### config.mk
export PLATFORM = sky130hd
export DESIGN_NAME = ov5640_sccb_slave
export DESIGN_NICKNAME = d
export VERILOG_FILES = /design/src/rtl/ov5640_pkg.sv /design/src/rtl/sccb_in_filt.sv /design/src/rtl/ov5640_sccb_slave.sv
export SDC_FILE = /design/constraint.sdc
export NUM_CORES = 2
export LEC_CHECK = 0
export ABC_AREA = 1
export CORE_MARGIN = 2
export CORE_UTILIZATION = 45
export DETAILED_ROUTE_END_ITERATION = 10
export SYNTH_ARGS = -nofsm -noshare
export SYNTH_HDL_FRONTEND = slang
export SYNTH_SLANG_ARGS = --single-unit
### constraint.sdc
create_clock -name clk -period 5.98 [get_ports clk]
set_input_delay 1.196 -clock clk [delete_from_list [all_inputs] [get_ports clk]]
set_output_delay 1.196 -clock clk [all_outputs]
set_load 0.05 [all_outputs]
### src/rtl/ov5640_pkg.sv
// ----------------------------------------------------------------------------
// ov5640_pkg
// Shared definitions for the OV5640 SCCB register-file slave: the protocol
// state enum, the default device address and the chip-ID addresses/values
// that are answered when OV5640_SLV_CHIPID_EN is defined.
// ----------------------------------------------------------------------------
package ov5640_pkg;

    typedef enum logic [3:0] {
        IDLE,
        DEV,
        DEV_ACK,
        RH,
        RH_ACK,
        RL,
        RL_ACK,
        WR,
        WR_ACK,
        RD,
        RD_ACK
    } sccb_state_e;

    localparam logic [6:0]  OV5640_DEV_ADDR      = 7'h3C;

    localparam logic [15:0] OV5640_CHIPID_H_ADDR = 16'h300A;
    localparam logic [15:0] OV5640_CHIPID_L_ADDR = 16'h300B;
    localparam logic [7:0]  OV5640_CHIPID_H_VAL  = 8'h56;
    localparam logic [7:0]  OV5640_CHIPID_L_VAL  = 8'h40;

endpackage

### src/rtl/sccb_in_filt.sv
// ----------------------------------------------------------------------------
// sccb_in_filt
// Brings one asynchronous SCCB line into the clk domain through a 2-FF
// synchronizer, then only lets a new level through once it has been seen
// for FILT_LEN consecutive clk cycles, so short glitches never reach the
// protocol logic.
//
// Ports:
//   clk   in   system clock
//   rst   in   synchronous active-high reset; all stages load 1 (idle bus)
//   din   in   raw asynchronous line
//   dout  out  synchronized, filtered line
// ----------------------------------------------------------------------------
module sccb_in_filt #(
    parameter int FILT_LEN = 4
) (
    input  logic clk,
    input  logic rst,
    input  logic din,
    output logic dout
);

    localparam int CW = (FILT_LEN > 1) ? $clog2(FILT_LEN) : 1;

    logic          sync1_q, sync1_d;
    logic          sync2_q, sync2_d;
    logic          out_q,   out_d;
    logic [CW-1:0] cnt_q,   cnt_d;

    // NOTE: every variable gets a default before any branch so no path leaves
    // it unassigned; otherwise synthesis would infer a latch.
    always_comb begin
        sync1_d = din;
        sync2_d = sync1_q;
        out_d   = out_q;
        cnt_d   = '0;
        // cnt counts cycles the synchronized level has disagreed with the
        // output; the output follows on the FILT_LEN-th such cycle.
        if (sync2_q != out_q) begin
            if (cnt_q == CW'(FILT_LEN - 1)) begin
                out_d = sync2_q;
            end else begin
                cnt_d = cnt_q + 1'b1;
            end
        end
    end

    // NOTE: state registers use non-blocking assignment so every flop samples
    // the pre-edge values regardless of statement order.
    always_ff @(posedge clk) begin
        if (rst) begin
            sync1_q <= 1'b1;
            sync2_q <= 1'b1;
            out_q   <= 1'b1;
            cnt_q   <= '0;
        end else begin
            sync1_q <= sync1_d;
            sync2_q <= sync2_d;
            out_q   <= out_d;
            cnt_q   <= cnt_d;
        end
    end

    assign dout = out_q;

endmodule

### src/rtl/ov5640_sccb_slave.sv
// ----------------------------------------------------------------------------
// ov5640_sccb_slave
// SCCB (I2C-style) slave emulating the OV5640 register interface: 16-bit
// register address (high byte, low byte) followed by sequential data writes,
// or sequential reads from the current address pointer. Storage is a
// 2^AW-byte register file indexed by the low AW pointer bits.
//
// Build option: OV5640_SLV_CHIPID_EN -- when defined, 0x300A/0x300B read
// back the fixed chip ID and writes to them are ACKed but discarded.
//
// Ports:
//   clk       in   system clock (sole clock)
//   rst       in   synchronous active-high reset
//   scl_i     in   SCCB clock from the master (asynchronous)
//   sda_i     in   SCCB data line (asynchronous)
//   sda_o     out  value driven onto SDA when enabled; always 0
//   sda_t     out  1 releases SDA, 0 pulls it low
//   wr_valid  out  one-cycle strobe per accepted register write
//   wr_addr   out  full 16-bit register address of the write
//   wr_data   out  data byte of the write
//   busy      out  high from an addressed START until STOP
// ----------------------------------------------------------------------------
module ov5640_sccb_slave
    import ov5640_pkg::*;
#(
    parameter logic [6:0] DEV_ADDR = OV5640_DEV_ADDR,
    parameter int         AW       = 8,
    parameter int         FILT_LEN = 4
) (
    input  logic        clk,
    input  logic        rst,
    input  logic        scl_i,
    input  logic        sda_i,
    output logic        sda_o,
    output logic        sda_t,
    output logic        wr_valid,
    output logic [15:0] wr_addr,
    output logic [7:0]  wr_data,
    output logic        busy
);

    logic scl_f, sda_f;

    sccb_in_filt #(.FILT_LEN(FILT_LEN)) u_scl_filt (.clk(clk), .rst(rst), .din(scl_i), .dout(scl_f));
    sccb_in_filt #(.FILT_LEN(FILT_LEN)) u_sda_filt (.clk(clk), .rst(rst), .din(sda_i), .dout(sda_f));

    sccb_state_e state_q, state_d;
    logic [3:0]  bit_cnt_q, bit_cnt_d;
    logic [7:0]  shreg_q, shreg_d;
    logic [7:0]  rd_sh_q, rd_sh_d;
    logic [15:0] ptr_q, ptr_d;
    logic        rw_q, rw_d;
    logic        sda_t_q, sda_t_d;
    logic        busy_q, busy_d;
    logic        wr_valid_q, wr_valid_d;
    logic [15:0] wr_addr_q, wr_addr_d;
    logic [7:0]  wr_data_q, wr_data_d;
    logic        scl_p_q, scl_p_d;
    logic        sda_p_q, sda_p_d;

    logic [7:0]  mem [0:(1<<AW)-1];
    logic        mem_we;
    logic [15:0] ptr_inc;
    logic [AW-1:0] rd_idx;
    logic [7:0]  rd_byte;
    logic        chipid_wr_hit;

    logic scl_rise, scl_fall, start_det, stop_det;

    assign scl_rise  =  scl_f & ~scl_p_q;
    assign scl_fall  = ~scl_f &  scl_p_q;
    assign start_det =  scl_f &  scl_p_q &  sda_p_q & ~sda_f;
    assign stop_det  =  scl_f &  scl_p_q & ~sda_p_q &  sda_f;
    assign ptr_inc   = ptr_q + 16'd1;

`ifdef OV5640_SLV_CHIPID_EN
    assign chipid_wr_hit = (ptr_q == OV5640_CHIPID_H_ADDR) || (ptr_q == OV5640_CHIPID_L_ADDR);
`else
    assign chipid_wr_hit = 1'b0;
`endif

    // Read data source: RD_ACK fetches the byte after the current pointer,
    // every other fetch point uses the pointer itself.
    always_comb begin
        rd_idx  = (state_q == RD_ACK) ? ptr_inc[AW-1:0] : ptr_q[AW-1:0];
        rd_byte = mem[rd_idx];
`ifdef OV5640_SLV_CHIPID_EN
        if (((state_q == RD_ACK) ? ptr_inc : ptr_q) == OV5640_CHIPID_H_ADDR) begin
            rd_byte = OV5640_CHIPID_H_VAL;
        end else if (((state_q == RD_ACK) ? ptr_inc : ptr_q) == OV5640_CHIPID_L_ADDR) begin
            rd_byte = OV5640_CHIPID_L_VAL;
        end
`endif
    end

    always_comb begin
        state_d    = state_q;
        bit_cnt_d  = bit_cnt_q;
        shreg_d    = shreg_q;
        rd_sh_d    = rd_sh_q;
        ptr_d      = ptr_q;
        rw_d       = rw_q;
        sda_t_d    = sda_t_q;
        busy_d     = busy_q;
        wr_valid_d = 1'b0;
        wr_addr_d  = wr_addr_q;
        wr_data_d  = wr_data_q;
        scl_p_d    = scl_f;
        sda_p_d    = sda_f;
        mem_we     = 1'b0;

        // START/STOP abort whatever byte is in flight.
        if (start_det) begin
            state_d   = DEV;
            bit_cnt_d = '0;
            sda_t_d   = 1'b1;
        end else if (stop_det) begin
            state_d = IDLE;
            sda_t_d = 1'b1;
            busy_d  = 1'b0;
        end else begin
            case (state_q)
                DEV, RH, RL, WR: begin
                    if (scl_rise) begin
                        shreg_d   = {shreg_q[6:0], sda_f};
                        bit_cnt_d = bit_cnt_q + 4'd1;
                    end else if (scl_fall && bit_cnt_q == 4'd8) begin
                        // Byte complete: begin the ACK drive on this fall.
                        bit_cnt_d = '0;
                        sda_t_d   = 1'b0;
                        case (state_q)
                            DEV: begin
                                if (shreg_q[7:1] == DEV_ADDR) begin
                                    state_d = DEV_ACK;
                                    rw_d    = shreg_q[0];
                                    busy_d  = 1'b1;
                                end else begin
                                    state_d = IDLE;
                                    sda_t_d = 1'b1;
                                    busy_d  = 1'b0;
                                end
                            end
                            RH: begin
                                ptr_d[15:8] = shreg_q;
                                state_d     = RH_ACK;
                            end
                            RL: begin
                                ptr_d[7:0] = shreg_q;
                                state_d    = RL_ACK;
                            end
                            default: begin
                                state_d = WR_ACK;
                                ptr_d   = ptr_inc;
                                if (!chipid_wr_hit) begin
                                    mem_we     = 1'b1;
                                    wr_valid_d = 1'b1;
                                    wr_addr_d  = ptr_q;
                                    wr_data_d  = shreg_q;
                                end
                            end
                        endcase
                    end
                end
                DEV_ACK, RH_ACK, RL_ACK, WR_ACK: begin
                    if (scl_fall) begin
                        bit_cnt_d = '0;
                        sda_t_d   = 1'b1;
                        case (state_q)
                            DEV_ACK: begin
                                if (rw_q) begin
                                    state_d = RD;
                                    sda_t_d = rd_byte[7];
                                    rd_sh_d = {rd_byte[6:0], 1'b0};
                                end else begin
                                    state_d = RH;
                                end
                            end
                            RH_ACK:  state_d = RL;
                            default: state_d = WR;
                        endcase
                    end
                end
                RD: begin
                    if (scl_rise) begin
                        bit_cnt_d = bit_cnt_q + 4'd1;
                    end else if (scl_fall) begin
                        if (bit_cnt_q == 4'd8) begin
                            sda_t_d   = 1'b1;
                            bit_cnt_d = '0;
                            state_d   = RD_ACK;
                        end else begin
                            sda_t_d = rd_sh_q[7];
                            rd_sh_d = {rd_sh_q[6:0], 1'b0};
                        end
                    end
                end
                RD_ACK: begin
                    // NACK ends the read; surviving to the fall means ACK.
                    if (scl_rise && sda_f) begin
                        state_d = IDLE;
                    end else if (scl_fall) begin
                        ptr_d     = ptr_inc;
                        sda_t_d   = rd_byte[7];
                        rd_sh_d   = {rd_byte[6:0], 1'b0};
                        bit_cnt_d = '0;
                        state_d   = RD;
                    end
                end
                default: ;
            endcase
        end
    end

    always_ff @(posedge clk) begin
        if (rst) begin
            state_q    <= IDLE;
            bit_cnt_q  <= '0;
            shreg_q    <= '0;
            rd_sh_q    <= '0;
            ptr_q      <= '0;
            rw_q       <= 1'b0;
            sda_t_q    <= 1'b1;
            busy_q     <= 1'b0;
            wr_valid_q <= 1'b0;
            wr_addr_q  <= '0;
            wr_data_q  <= '0;
            scl_p_q    <= 1'b1;
            sda_p_q    <= 1'b1;
        end else begin
            state_q    <= state_d;
            bit_cnt_q  <= bit_cnt_d;
            shreg_q    <= shreg_d;
            rd_sh_q    <= rd_sh_d;
            ptr_q      <= ptr_d;
            rw_q       <= rw_d;
            sda_t_q    <= sda_t_d;
            busy_q     <= busy_d;
            wr_valid_q <= wr_valid_d;
            wr_addr_q  <= wr_addr_d;
            wr_data_q  <= wr_data_d;
            scl_p_q    <= scl_p_d;
            sda_p_q    <= sda_p_d;
        end
    end

    // NOTE: the register file has no reset; its contents survive rst and
    // leaving it out keeps it mappable onto plain RAM/flops without a clear.
    always_ff @(posedge clk) begin
        if (mem_we && !rst) begin
            mem[ptr_q[AW-1:0]] <= shreg_q;
        end
    end

    assign sda_o    = 1'b0;
    assign sda_t    = sda_t_q;
    assign wr_valid = wr_valid_q;
    assign wr_addr  = wr_addr_q;
    assign wr_data  = wr_data_q;
    assign busy     = busy_q;

endmodule

Word-level counts from Yosys, hierarchy flattened
Memories as Yosys holds them, arrays and structs flattened. Index checks and enable logic that the tools add are counted.

Register bits: 80. Latch bits: 0. Memory bits (writable): 2048. Bits in read-only memories: 0. Input port bits: 4. Output and inout bits: 28. Word-level logic and storage cells: 186. Memories: 1.

Add/sub/neg operators: 4. $mul: 0. Divide/modulo/power cells: 0. Magnitude comparators: 0. Equality and inequality tests: 41. Shifts and indexed selects: 0. Multiplexer cells: 67. Bitwise operators: 17. Reductions and logical operators: 33.

Memory list: mem (words 256, bits a word 8, read ports 1, clocked after memory_dff 0, write ports 1, RTL line ov5640_sccb_slave.sv:61) `logic [7:0] mem [0:(1<<AW)-1];`.

Operators with widths (number): $mux W8 (9); $mux W16 (4); $mux W4 (16); $reduce_and A8 Y1 (5); $pmux W16 S2 (1); $pmux W4 S4 (2); $pmux W8 S2 (2); $mux W1 (28); $ne A2 B2 Y1 const B (13); $ne A4 B4 Y1 const B (6); $pmux W8 S3 (1); $add A16 B1 Y16 const B (1); $eq A4 B3 Y1 const B (4); $eq A4 B4 Y1 const B (4); $pmux W4 S3 (1); $reduce_and A6 Y1 (2); $reduce_or A3 Y1 (4); $reduce_and A11 Y1 (1); $not A1 Y1 (10); $ne A3 B3 Y1 const B (3); $eq A4 B2 Y1 const B (2); $pmux W4 S2 (1); $reduce_bool A2 Y1 (4); $reduce_or A4 Y1 (2); other kinds (22) (36).

Depth between registers and ports, before layout
Depth after elaboration: 11. Depth in mapped cells: 22. Depth with buffers taken out: 19.

Hierarchy
From an unflattened synthesis, not the netlist that was laid out.

Cell total of the unflattened synthesis: 8755. Area, all modules: 90994.8 um^2.

Modules (own cells, without submodules): ov5640_sccb_slave (instances 1, cells an instance 8717, area each 90639.4 um^2, sequential area each 62880.3 um^2); sccb_in_filt (instances 2, cells an instance 19, area each 177.7 um^2, sequential area each 100.1 um^2).

Worst setup path after synthesis
OpenSTA, ideal clock, no wires.

Path kind: flip-flop to flip-flop. Start: register shreg_q[3]. End: register rw_q. Library setup time: 0.080 ns. Data arrival time: 4.914 ns. Data required time: 5.900 ns. Slack: 0.985 ns. Cell stages (with the launch flop): 9. Path buffers: 0. Period minus slack after synthesis: 4.995 ns. Cells stage by stage: dfxtp_1 inv_1 nor4_1 nand4_1 inv_1 nand2_1 nor2_1 o21ai_0 a21oi_1.

Word-level cells in the longest chain between the ends: 2.

RTL lines: start, declared (RTL line ov5640_sccb_slave.sv:49) `logic [7:0] shreg_q, shreg_d;`; start signal, assigned (RTL line ov5640_sccb_slave.sv:232) `shreg_q <= shreg_d;`; $eq A7 B6 Y1 (RTL line ov5640_sccb_slave.sv:133) `if (shreg_q[7:1] == DEV_ADDR) begin`; $reduce_and A7 Y1 (no line); end signal, assigned (RTL line ov5640_sccb_slave.sv:235) `rw_q <= rw_d;`; end, declared (RTL line ov5640_sccb_slave.sv:52) `logic rw_q, rw_d;`.

Every way passes these cells. A chain may end at the register's enable or synchronous reset.

Final worst setup path
Start: register state_q[0]. End: register sda_t_q, in the netlist sda_t.

Word-level cells in the longest chain between the ends: 7. Elaborated cells on any way between the ends: 32. Classes of those cells: eq/ne (17); mux (10); reduce/logical (4); memory (1).

RTL lines: start, declared (RTL line ov5640_sccb_slave.sv:47) `sccb_state_e state_q, state_d;`; start signal, assigned (RTL line ov5640_sccb_slave.sv:230) `state_q <= state_d;`; $eq A4 B4 Y1 (RTL line ov5640_sccb_slave.sv:85, ov5640_sccb_slave.sv:122); $mux W8 (RTL line ov5640_sccb_slave.sv:85) `rd_idx = (state_q == RD_ACK) ? ptr_inc[AW-1:0] : ptr_q[AW-1:0];`; $mem_v2 Z256 W8; $mux W1 (RTL line ov5640_sccb_slave.sv:170) `if (rw_q) begin`; $mux W1 (RTL line ov5640_sccb_slave.sv:168) `case (state_q)`; $mux W1 (RTL line ov5640_sccb_slave.sv:165) `if (scl_fall) begin`; $pmux W1 S4 (RTL line ov5640_sccb_slave.sv:122) `case (state_q)`; end signal, assigned (RTL line ov5640_sccb_slave.sv:236) `sda_t_q <= sda_t_d;`; end, declared (RTL line ov5640_sccb_slave.sv:53) `logic sda_t_q, sda_t_d;`.

Several ways; a longest one is shown, not always the timed one. The select of a mux whose other input is x is not followed.

==> flow_metrics.env <==
export IMPL_p_leak_nw=38.6
export IMPL_fin_util=0.502
export IMPL_multi_input_area_sq_mm=0.0219
export IMPL_vias=61600
export IMPL_power_density_mw_per_mm2=419
export IMPL_hp_class="flip-flop to flip-flop"
export IMPL_syn_to_final_growth_pct=10.5
export IMPL_ys_seq_area_frac=0.694
export IMPL_cts_hold_buf=0
export IMPL_max_cap_violations=0
export IMPL_wl_um=255000
export IMPL_drt_iter0_markers=7168
export IMPL_num_rows=164
export IMPL_post_place_ws_ns=1.04
export IMPL_htreeDepth=4
export IMPL_min_period_ns=4.83
export IMPL_track_usage=0.246
export IMPL_synth_edff_count=2048
export IMPL_setup_viol=0
export IMPL_die_area_sq_mm=0.206
export IMPL_crit_path_end_kind="flip-flop"
export IMPL_pin_count=32
export IMPL_max_freq_ghz=0.207
export IMPL_drt_pass1_iter_count=7
export IMPL_syn_nets=8576
export IMPL_cts_tree="built"
export IMPL_dp_hpwl_um=141000
export IMPL_yosysWarningCount=0
export IMPL_timing_final_crit_share=0.808
export IMPL_initial_core_util=0.454
export IMPL_hold_viol=0
export IMPL_worstPathRequired_ns=6.78
export IMPL_nets=8423
export IMPL_ys_types=39
export IMPL_clockBufferDepth=3
export IMPL_avgRoutedWirePerCell_um=22.7
export IMPL_regArea_sq_mm=0.0631
export IMPL_cts_buffers=212
export IMPL_grt_overflow=0
export IMPL_max_slew_margin=0.253
export IMPL_critPathLaunchType="flip-flop"
export IMPL_cts_clk_slew_worst_paths_ns=0.07
export IMPL_synth_top_cell_area_share=0.677
export IMPL_drive_gt1_frac=0.0530
export IMPL_via_per_inst=5.48
export IMPL_grt_pass1_vias=59000
export IMPL_core_sq_mm=0.200
export IMPL_crit_type="flip-flop to flip-flop"
export IMPL_synthesis_instances=8561
export IMPL_ant_nets=0
export IMPL_rsz0062_at_grt="no"
export IMPL_outcome="finished clean"
export IMPL_critical_path_peak_fanout=112
export IMPL_cts_sinks=2127
export IMPL_gp_congestion=0.911
export IMPL_fillers=17900
export IMPL_fp_dieH_um=453
export IMPL_port_buffers=30
export IMPL_cts_root_buf="clkbuf_16"
export IMPL_postSynthAreaPerCell_sq_um=10.6
export IMPL_antenna_found_initial=6
export IMPL_clkLatencyLatePin_ns=0.86
export IMPL_ys_flop_type="edfxtp_1"
export IMPL_fin_skew_ns=0.0250
export IMPL_syn_area_sq_mm=0.0909
export IMPL_grt_max_degree=175
export IMPL_ir_drop_uv=482
export IMPL_yosysTopAreaCell="edfxtp_1"
export IMPL_drc_errors=0
export IMPL_post_cts_resized=0
export IMPL_finalPower_mw=42.1
export IMPL_grt_pass1_wl_um=379000
export IMPL_synth_seq_cells=2127
export IMPL_post_cts_setup_buffers=0
export IMPL_async_flop_share=0
export IMPL_critical_path_arrival_ns=5.63
export IMPL_maxSlewViolCount=0
export IMPL_setup_ws_ns=1.15
export IMPL_tightest_slew_ns=1.12
export IMPL_tns_ns=0
export IMPL_synth_area_top_cells="edfxtp_1, nand2_1, nand3_1, inv_1, dfxtp_1"
export IMPL_die_x_um=453
-- synthesized netlist by cell type, types with 5 or more instances --
cell      instances
buf_1            27
xor2_1            8
nand4_1           8
clkbuf_1        194
a211oi_1          6
inv_2            10
inv_1          1018
buf_2           278
o21ai_0          69
nand3b_1         48
nor2_1          319
nor4_1            5
nand2_1        2552
nor3_1           12
a21oi_1          69
dfxtp_1          79
edfxtp_1       2048
nand3_1        1607
ha_1             11
o211ai_1        160
-- kinds of logic (layout without fill, tap and decap cells) --
family / count (synthesis) / in the layout / share of synthesized area
xor gates and xnor gates: 8 / 8 / 0.000771
DFF: 2127 / 2127 / 0.694
adders and majority gates: 11 / 11 / 0.00151
other: 1 / 3 / 0.0000413
AOI/OAI and AO/OA: 318 / 318 / 0.0226
and+or+nand+nor: 4564 / 4564 / 0.214
buffers and inverters: 1532 / 1554 / 0.0673
-- critical path, cell delays in order (launching register included) --
cell,delay (ns)
dfxtp_1,0.46
nor2_2,0.12
nand2_1,0.54
nand2_2,0.20
nand2_8,0.57
buf_12,0.36
buf_4,0.54
nand2_1,0.10
nand2_1,0.12
nand2_1,0.07
nand3_1,0.12
nand3_1,0.08
nand3_1,0.17
nand3_1,0.16
nand3_1,0.24
nand3_1,0.10
nand2_1,0.19
nand2_1,0.09
nand2_1,0.08
nand2_1,0.05
nand2_1,0.06
-- per-stage QoR --
stage | instance area, sq um | hold slack, ns | instances
floorplan | 90900 | 0.389 | 8561
global placement | 93700 | 0.397 | 10900
detailed placement | 93700 | 0.399 | 10900
CTS | 100000 | 0.415 | 11200
global route | 100000 | 0.430 | 11200
finish | 100000 | 0.414 | 11200
-- cells in the final DEF, fill, tap and decap left out, types with 30 or more instances in the layout --
master and count:
nand2_1 2543, edfxtp_1 2048, nand3_1 1599, inv_1 1016, nor2_1 319, clkbuf_16 220
o211ai_1 160, buf_4 74, dfxtp_1 71, a21oi_1 69, o21ai_0 67, clkbuf_1 54
nand3b_1 48, clkinv_1 43, clkinv_2 37, buf_12 32, clkdlybuf4s50_1 30
-- where the power goes --
group / switching (mW) / internal [mW]
Sequential: 0.0951 / 16.1
Combinational: 9.50 / 3.26
Clock: 5.63 / 7.52
-- layout make-up --
cell class,count,area share
Timing Repair Buffer,136,0.0149
Antenna cell,2,0.0000498
Clock buffer,274,0.0568
Clock inverter,115,0.0108
Sequential cell,2127,0.628
Multi-Input combinational cell,4902,0.218
Tap cell,2656,0.0331
Inverter,1029,0.0385
-- metal layers --
metal | vias up | track usage | part of all wire
met2 | 2568 | 0.380 | 0.45
met1 | 30100 | 0.348 | 0.42
met3 | 460 | 0.0447 | 0.087
met4 | 2 | 0.0907 | 0.038
li1 | 28500 | - | -
met5 | - | 0 | 0.000039
-- worst paths after layout --
check / from / endpoint / slack [ns] / cells past startpoint
hold reg to reg: u_sda_filt.sync1_q / u_sda_filt.sync2_q / 0.41 / 1
setup reg to reg: state_q[0] / sda_t / 1.15 / 20
setup / recovery: state_q[0] / sda_t / 1.15 / 20
hold / removal: u_sda_filt.sync1_q / u_sda_filt.sync2_q / 0.41 / 1
-- sequential cells by signal (all words and copies together), names as in the netlist, 2 cells and up --
signal / cells
ptr_q: 16
wr_data: 8
rd_sh_q: 7
bit_cnt_q: 4
u_sda_filt.cnt_q: 2
state_q: 4
wr_addr: 16
u_scl_filt.cnt_q: 2
shreg_q: 8
mem: 2048
(Power assumes the default switching activity.)
